$ cat config.mk
export PLATFORM = sky130hd
export DESIGN_NAME = seg7_scan_mux
export DESIGN_NICKNAME = d
export VERILOG_FILES = /design/src/rtl/seg7_scan_mux.sv
export SDC_FILE = /design/constraint.sdc
export NUM_CORES = 1
export LEC_CHECK = 0
export CORE_MARGIN = 2
export CORE_UTILIZATION = 61
export CTS_BUF_LIST = sky130_fd_sc_hd__clkbuf_4
export CTS_CLUSTER_DIAMETER = 120
export CTS_CLUSTER_SIZE = 30
export DETAILED_ROUTE_END_ITERATION = 6
export PLACE_DENSITY_LB_ADDON = 0.1
export SLEW_MARGIN = 10
export SYNTH_ARGS = -nofsm -noshare
export SYNTH_HDL_FRONTEND = slang
export SYNTH_SLANG_ARGS = --single-unit
$ cat constraint.sdc
create_clock -name clk -period 7.6 [get_ports clk]
set_input_delay 2.28 -clock clk [delete_from_list [all_inputs] [get_ports clk]]
set_output_delay 2.28 -clock clk [all_outputs]
set_load 0.1 [all_outputs]
$ cat src/rtl/seg7_scan_mux.sv
// rtl/seg7_scan_mux.sv - time-multiplexed scanner for a common-anode 7-segment bank
// Purpose: latches a packed hex value once per frame and walks the digits,
//   presenting one nibble plus an active-low anode enable per digit slot. An
//   optional dark gap between digits suppresses ghosting, and leading zero
//   digits can be blanked.
// Ports:
//   clk        system clock, rising edge
//   rst        synchronous active-high reset
//   value      packed hex value, nibble i = digit i (digit 0 is rightmost)
//   dp         per-digit decimal point request, active-high
//   blank_lz   1 = blank leading zero digits
//   hex        nibble to the segment decoder (registered)
//   an         anode enables, active-low (registered)
//   dp_n       decimal point segment, active-low (registered)
//   frame_tick one-cycle pulse on the cycle the frame shadow loads (registered)
module seg7_scan_mux #(
  parameter int NUM_DIGITS  = 4,
  parameter int SHOW_CYCLES = 50000,
  parameter int GAP_CYCLES  = 500,
  parameter int CNT_W       = 16
) (
  input  logic                    clk,
  input  logic                    rst,
  input  logic [4*NUM_DIGITS-1:0] value,
  input  logic [NUM_DIGITS-1:0]   dp,
  input  logic                    blank_lz,
  output logic [3:0]              hex,
  output logic [NUM_DIGITS-1:0]   an,
  output logic                    dp_n,
  output logic                    frame_tick
);

  localparam int IDX_W = (NUM_DIGITS > 1) ? $clog2(NUM_DIGITS) : 1;
  localparam logic [IDX_W-1:0] IDX_LAST  = IDX_W'(NUM_DIGITS - 1);
  localparam logic [CNT_W-1:0] SHOW_LAST = CNT_W'(SHOW_CYCLES - 1);
  localparam logic [CNT_W-1:0] GAP_LAST  = CNT_W'((GAP_CYCLES > 0) ? GAP_CYCLES - 1 : 0);

  // One-hot style encoding so the unused codes fall into the recovery branch.
  typedef enum logic [1:0] {
    ST_GAP  = 2'b01,
    ST_SHOW = 2'b10
  } state_e;

  state_e                  state_q, state_d;
  logic [CNT_W-1:0]        cnt_q, cnt_d;
  logic [IDX_W-1:0]        idx_q, idx_d;
  logic [4*NUM_DIGITS-1:0] sh_val_q, sh_val_d;
  logic [NUM_DIGITS-1:0]   sh_dp_q, sh_dp_d;
  logic                    sh_blz_q, sh_blz_d;
  logic [3:0]              hex_q, hex_d;
  logic [NUM_DIGITS-1:0]   an_q, an_d;
  logic                    dp_n_q, dp_n_d;
  logic                    frame_tick_q, frame_tick_d;

  logic                    enter_show;
  logic                    upper_zero;
  logic [NUM_DIGITS-1:0]   lz_blank;

  // Dwell sequencing and frame latch.
  always_comb begin
    state_d      = state_q;
    cnt_d        = cnt_q + 1'b1;
    idx_d        = idx_q;
    sh_val_d     = sh_val_q;
    sh_dp_d      = sh_dp_q;
    sh_blz_d     = sh_blz_q;
    frame_tick_d = 1'b0;
    enter_show   = 1'b0;

    case (state_q)
      ST_GAP: begin
        // With no gap configured the reset GAP state is left on the first edge.
        if ((GAP_CYCLES == 0) || (cnt_q == GAP_LAST)) begin
          enter_show = 1'b1;
        end
      end
      ST_SHOW: begin
        if (cnt_q == SHOW_LAST) begin
          if (GAP_CYCLES == 0) begin
            enter_show = 1'b1;
          end else begin
            state_d = ST_GAP;
            cnt_d   = '0;
          end
        end
      end
      default: begin
        state_d = ST_GAP;
        cnt_d   = '0;
        idx_d   = IDX_LAST;
      end
    endcase

    if (enter_show) begin
      state_d = ST_SHOW;
      cnt_d   = '0;
      if (idx_q == IDX_LAST) begin
        // Wrapping back to digit 0 starts a new frame: snapshot the inputs.
        idx_d        = '0;
        sh_val_d     = value;
        sh_dp_d      = dp;
        sh_blz_d     = blank_lz;
        frame_tick_d = 1'b1;
      end else begin
        idx_d = idx_q + 1'b1;
      end
    end
  end

  // A digit is a leading zero when it and every more significant digit are 0.
  // Digit 0 is never blanked so a zero value still shows "0".
  always_comb begin
    upper_zero = 1'b1;
    lz_blank   = '0;
    for (int i = NUM_DIGITS - 1; i >= 0; i--) begin
      upper_zero = upper_zero & (sh_val_d[4*i +: 4] == 4'h0);
      if (i != 0) begin
        lz_blank[i] = sh_blz_d & upper_zero;
      end
    end
  end

  // Outputs follow the next state/shadow so newly latched data is visible
  // on the very first SHOW cycle of a frame.
  always_comb begin
    hex_d  = '0;
    an_d   = '1;
    dp_n_d = 1'b1;
    if ((state_d == ST_SHOW) && !lz_blank[idx_d]) begin
      hex_d       = sh_val_d[{idx_d, 2'b00} +: 4];
      an_d[idx_d] = 1'b0;
      dp_n_d      = ~sh_dp_d[idx_d];
    end
  end

  always_ff @(posedge clk) begin
    if (rst) begin
      state_q      <= ST_GAP;
      cnt_q        <= '0;
      idx_q        <= IDX_LAST;
      sh_val_q     <= '0;
      sh_dp_q      <= '0;
      sh_blz_q     <= 1'b0;
      hex_q        <= '0;
      an_q         <= '1;
      dp_n_q       <= 1'b1;
      frame_tick_q <= 1'b0;
    end else begin
      state_q      <= state_d;
      cnt_q        <= cnt_d;
      idx_q        <= idx_d;
      sh_val_q     <= sh_val_d;
      sh_dp_q      <= sh_dp_d;
      sh_blz_q     <= sh_blz_d;
      hex_q        <= hex_d;
      an_q         <= an_d;
      dp_n_q       <= dp_n_d;
      frame_tick_q <= frame_tick_d;
    end
  end

  assign hex        = hex_q;
  assign an         = an_q;
  assign dp_n       = dp_n_q;
  assign frame_tick = frame_tick_q;

endmodule
==> metrics.txt <==
run status=finished, final reports clean; Hold Buf Count CTS=0; first-pass GRT wire length=8.64 mm; CP Capture Type=primary output; critical path's slowest cell=clkdlybuf4s50_1; Leakage=0.967 nW; clk slew on worst S/H paths=roughly 0.14 ns; number of max-cap violations=0; Crit path required time=5.32 ns; Synth Area per Inst=8.39 sq um; final WL=5.22 mm; crit start category=flip-flop; minimum clock period=4.13 ns; Final Cell Area=between 2000 and 3000 sq um; share of cells above drive strength 1=a little under 7%; num ports=33; vias per cell=5.79; worst min-delay path startpoint=sh_blz_q$_SDFF_PP0_; IR drop worst, VDD=0.142 mV; reg2reg end=hex[3]$_SDFF_PP0_; setup violators final=0; ys flop type=dfxtp_1; CTS tree=done; Initial Utilization=65.0%; WP data arrival=1.85 ns; gpl congestion=0.822; H-Tree Depth=2; Clock Sinks=slightly above 50; Congestion Overflow GR=0; achievable clock frequency=242 MHz; quantity of gates resized following cts=0; Buf/Inv on CP=1; critical path cell sequence=clkdlybuf4s50_1; Placement Cell Area=2750 sq um; Mapped Area=around 2400 sq um; row count=22; RSZ-0062 raised after global routing=no; initial antenna violation count=0; Yosys cell types=47; pwr dens=148 nW/um^2; CP max stage delay=roughly 1.1 ns; Worst Hold Class=flip-flop to flip-flop; Die X-Extent=67.2 microns; port bufs=32; worst flop-to-flop path startpoint=state_q[1]$_SDFF_PP0_; worst hold path depth=2; Post-Synthesis Cells=290; CP top delay family=buffers and inverters; Final period util=54.3%; r2r setup slk=~4.6 ns; clock latency on the worst-skew pair=0.37 ns; worst-margin pin slew=1.04 ns; GRT Resource Usage Total=between 20% and 30%; YS warnings=0; Num CTS Buffers=5; Async S/R FF share, synth=0%; remaining antenna violation count after routing=0; Slew HR=30.5%; Area Overhead vs Synth=15.4%; Post-DP HPWL=3.83 mm; crit path max fanout=1; clock buffer depth=2; post-synthesis sequential area ratio=42.0%; die area=4510 sq um; Post-synth EDFFs=0; n_diodes=0; Die Y=67.2 microns; CP Class=flip-flop to primary output; Fin Setup TNS=0 ns; DRC Markers=0; DR iter-0 viols=185; final layout net count=342; end of the worst hold path=sh_blz_q$_SDFF_PP0_; syn_nets=317; core area=3740 sq um; Setup Skew=0.00873 ns; cells on worst reg2reg path=9; Fin. Hold Viols=0; pin count of the biggest net entering global routing=28; Post-CTS Setup Bufs=0; via count=between 2000 and 2500; Seq cells post-synth=51; number of global-route vias before repair=1858; wire per inst=14.3 microns; drt first pass iters=4; clock root cell=clkbuf_4; max-slew violations=0
[through the flow]
stage	hold slack, ns	cells	setup slack (ns)	total power [mW]	util (%)
CTS	0.466	364	3.47	0.418	75.0
global placement	0.427	356	3.10	0.297	73.5
global route	0.490	364	3.34	0.431	75.0
detailed placement	0.444	356	3.12	0.298	73.5
finish	0.462	364	3.47	0.417	75.0
floorplan	0.418	290	4.12	0.283	-
[cell usage after synthesis (2+ instances only)]
library cell / number / area (sq um)
a211oi_1: 2 / 15.0
a21oi_1: 27 / 135
a41o_1: 2 / 20.0
and3_1: 6 / 37.5
and4_1: 2 / 17.5
buf_2: 2 / 10.0
clkbuf_1: 10 / 37.5
dfxtp_1: 51 / 1020
ha_1: 4 / 50.1
inv_1: 7 / 26.3
mux2i_1: 10 / 100
nand2_1: 55 / 206
nand2b_1: 3 / 18.8
nand3_1: 15 / 75.1
nand3b_1: 2 / 15.0
nand4_1: 8 / 50.1
nand4b_1: 2 / 17.5
nor2_1: 23 / 86.3
nor3_1: 8 / 40.0
nor4_1: 5 / 31.3
o21a_1: 2 / 15.0
o21ai_0: 2 / 10.0
or2_2: 4 / 25.0
or4_1: 2 / 15.0
or4_4: 2 / 22.5
xnor2_1: 6 / 52.6
xor2_1: 8 / 70.1
[layer usage]
| layer | wire length, microns | vias to the layer above | part of all wire [%] | track usage (%) |
|---|---|---|---|---|
| met5 | 0 | - | 0 | 0 |
| met2 | 2300 | 53 | 44 | 38.0 |
| met4 | 84 | 0 | 1.6 | 8.16 |
| met3 | 296 | 10 | 5.7 | 4.50 |
| met1 | 2530 | 980 | 49 | 37.0 |
| li1 | - | 1064 | - | - |
[logic make-up (layout without fill, tap and decap cells)]
| family | count (synthesis) | in the layout | synth area share, % |
|---|---|---|---|
| buf+inv | 22 | 48 | 3.96 |
| xor+xnor | 14 | 14 | 5.04 |
| mux | 12 | 12 | 5.50 |
| simple gates | 142 | 142 | 29.3 |
| flops | 51 | 51 | 42.0 |
| compound gates | 45 | 45 | 12.2 |
| fa+ha+maj | 4 | 4 | 2.06 |
[power breakdown]
group	internal [mW]	switching (mW)	leakage, nW
sequential	0.269	0.00104	0.412
combinational	0.0130	0.00897	0.519
clock	0.0434	0.0817	0.0361
total	0.325	0.0917	0.967
[tightest hold or removal path, delay by kind of cell (launching register included)]
family	cells	cell delay (ns)
AOI/OAI and AO/OA	1	0.05
and+or+nand+nor	1	0.05
DFF	1	0.33
[state kept, by name (all words and copies together), names as in the netlist]
name / flops
an: 4
cnt_q: 16
dp_n: 1
frame_tick: 1
hex: 4
idx_q: 2
sh_blz_q: 1
sh_dp_q: 4
sh_val_q: 16
state_q: 2
[how the worst max path moves through the flow]
stage	startpoint	to	cells past startpoint
global route	rst	cnt_q[0]$_SDFF_PP0_	3
global placement	rst	cnt_q[4]$_SDFF_PP0_	3
floorplan	rst	cnt_q[10]$_SDFF_PP0_	5
finish	hex[0]$_SDFF_PP0_	hex[0]	1
CTS	hex[0]$_SDFF_PP0_	hex[0]	1
detailed placement	rst	cnt_q[14]$_SDFF_PP0_	3
[final cells by class]
type | count | area [sq um]
clock buffer | 7 | 52.6
multi-input combinational | 217 | 1320
inverter | 7 | 26.3
fill | 309 | 935
sequential | 51 | 1020
tap | 48 | 60.1
clock inverter | 1 | 5.00
timing repair buffer | 33 | 328
[placed cells by master (no fill, tap or decap), types with 7 or more instances in the layout]
master	instances
a21oi_1	27
clkbuf_4	7
clkdlybuf4s50_1	32
dfxtp_1	51
inv_1	7
mux2i_1	10
nand2_1	55
nand3_1	15
nand4_1	8
nor2_1	23
nor3_1	8
xor2_1	8
No activity file was read; power rests on OpenSTA's default activity.
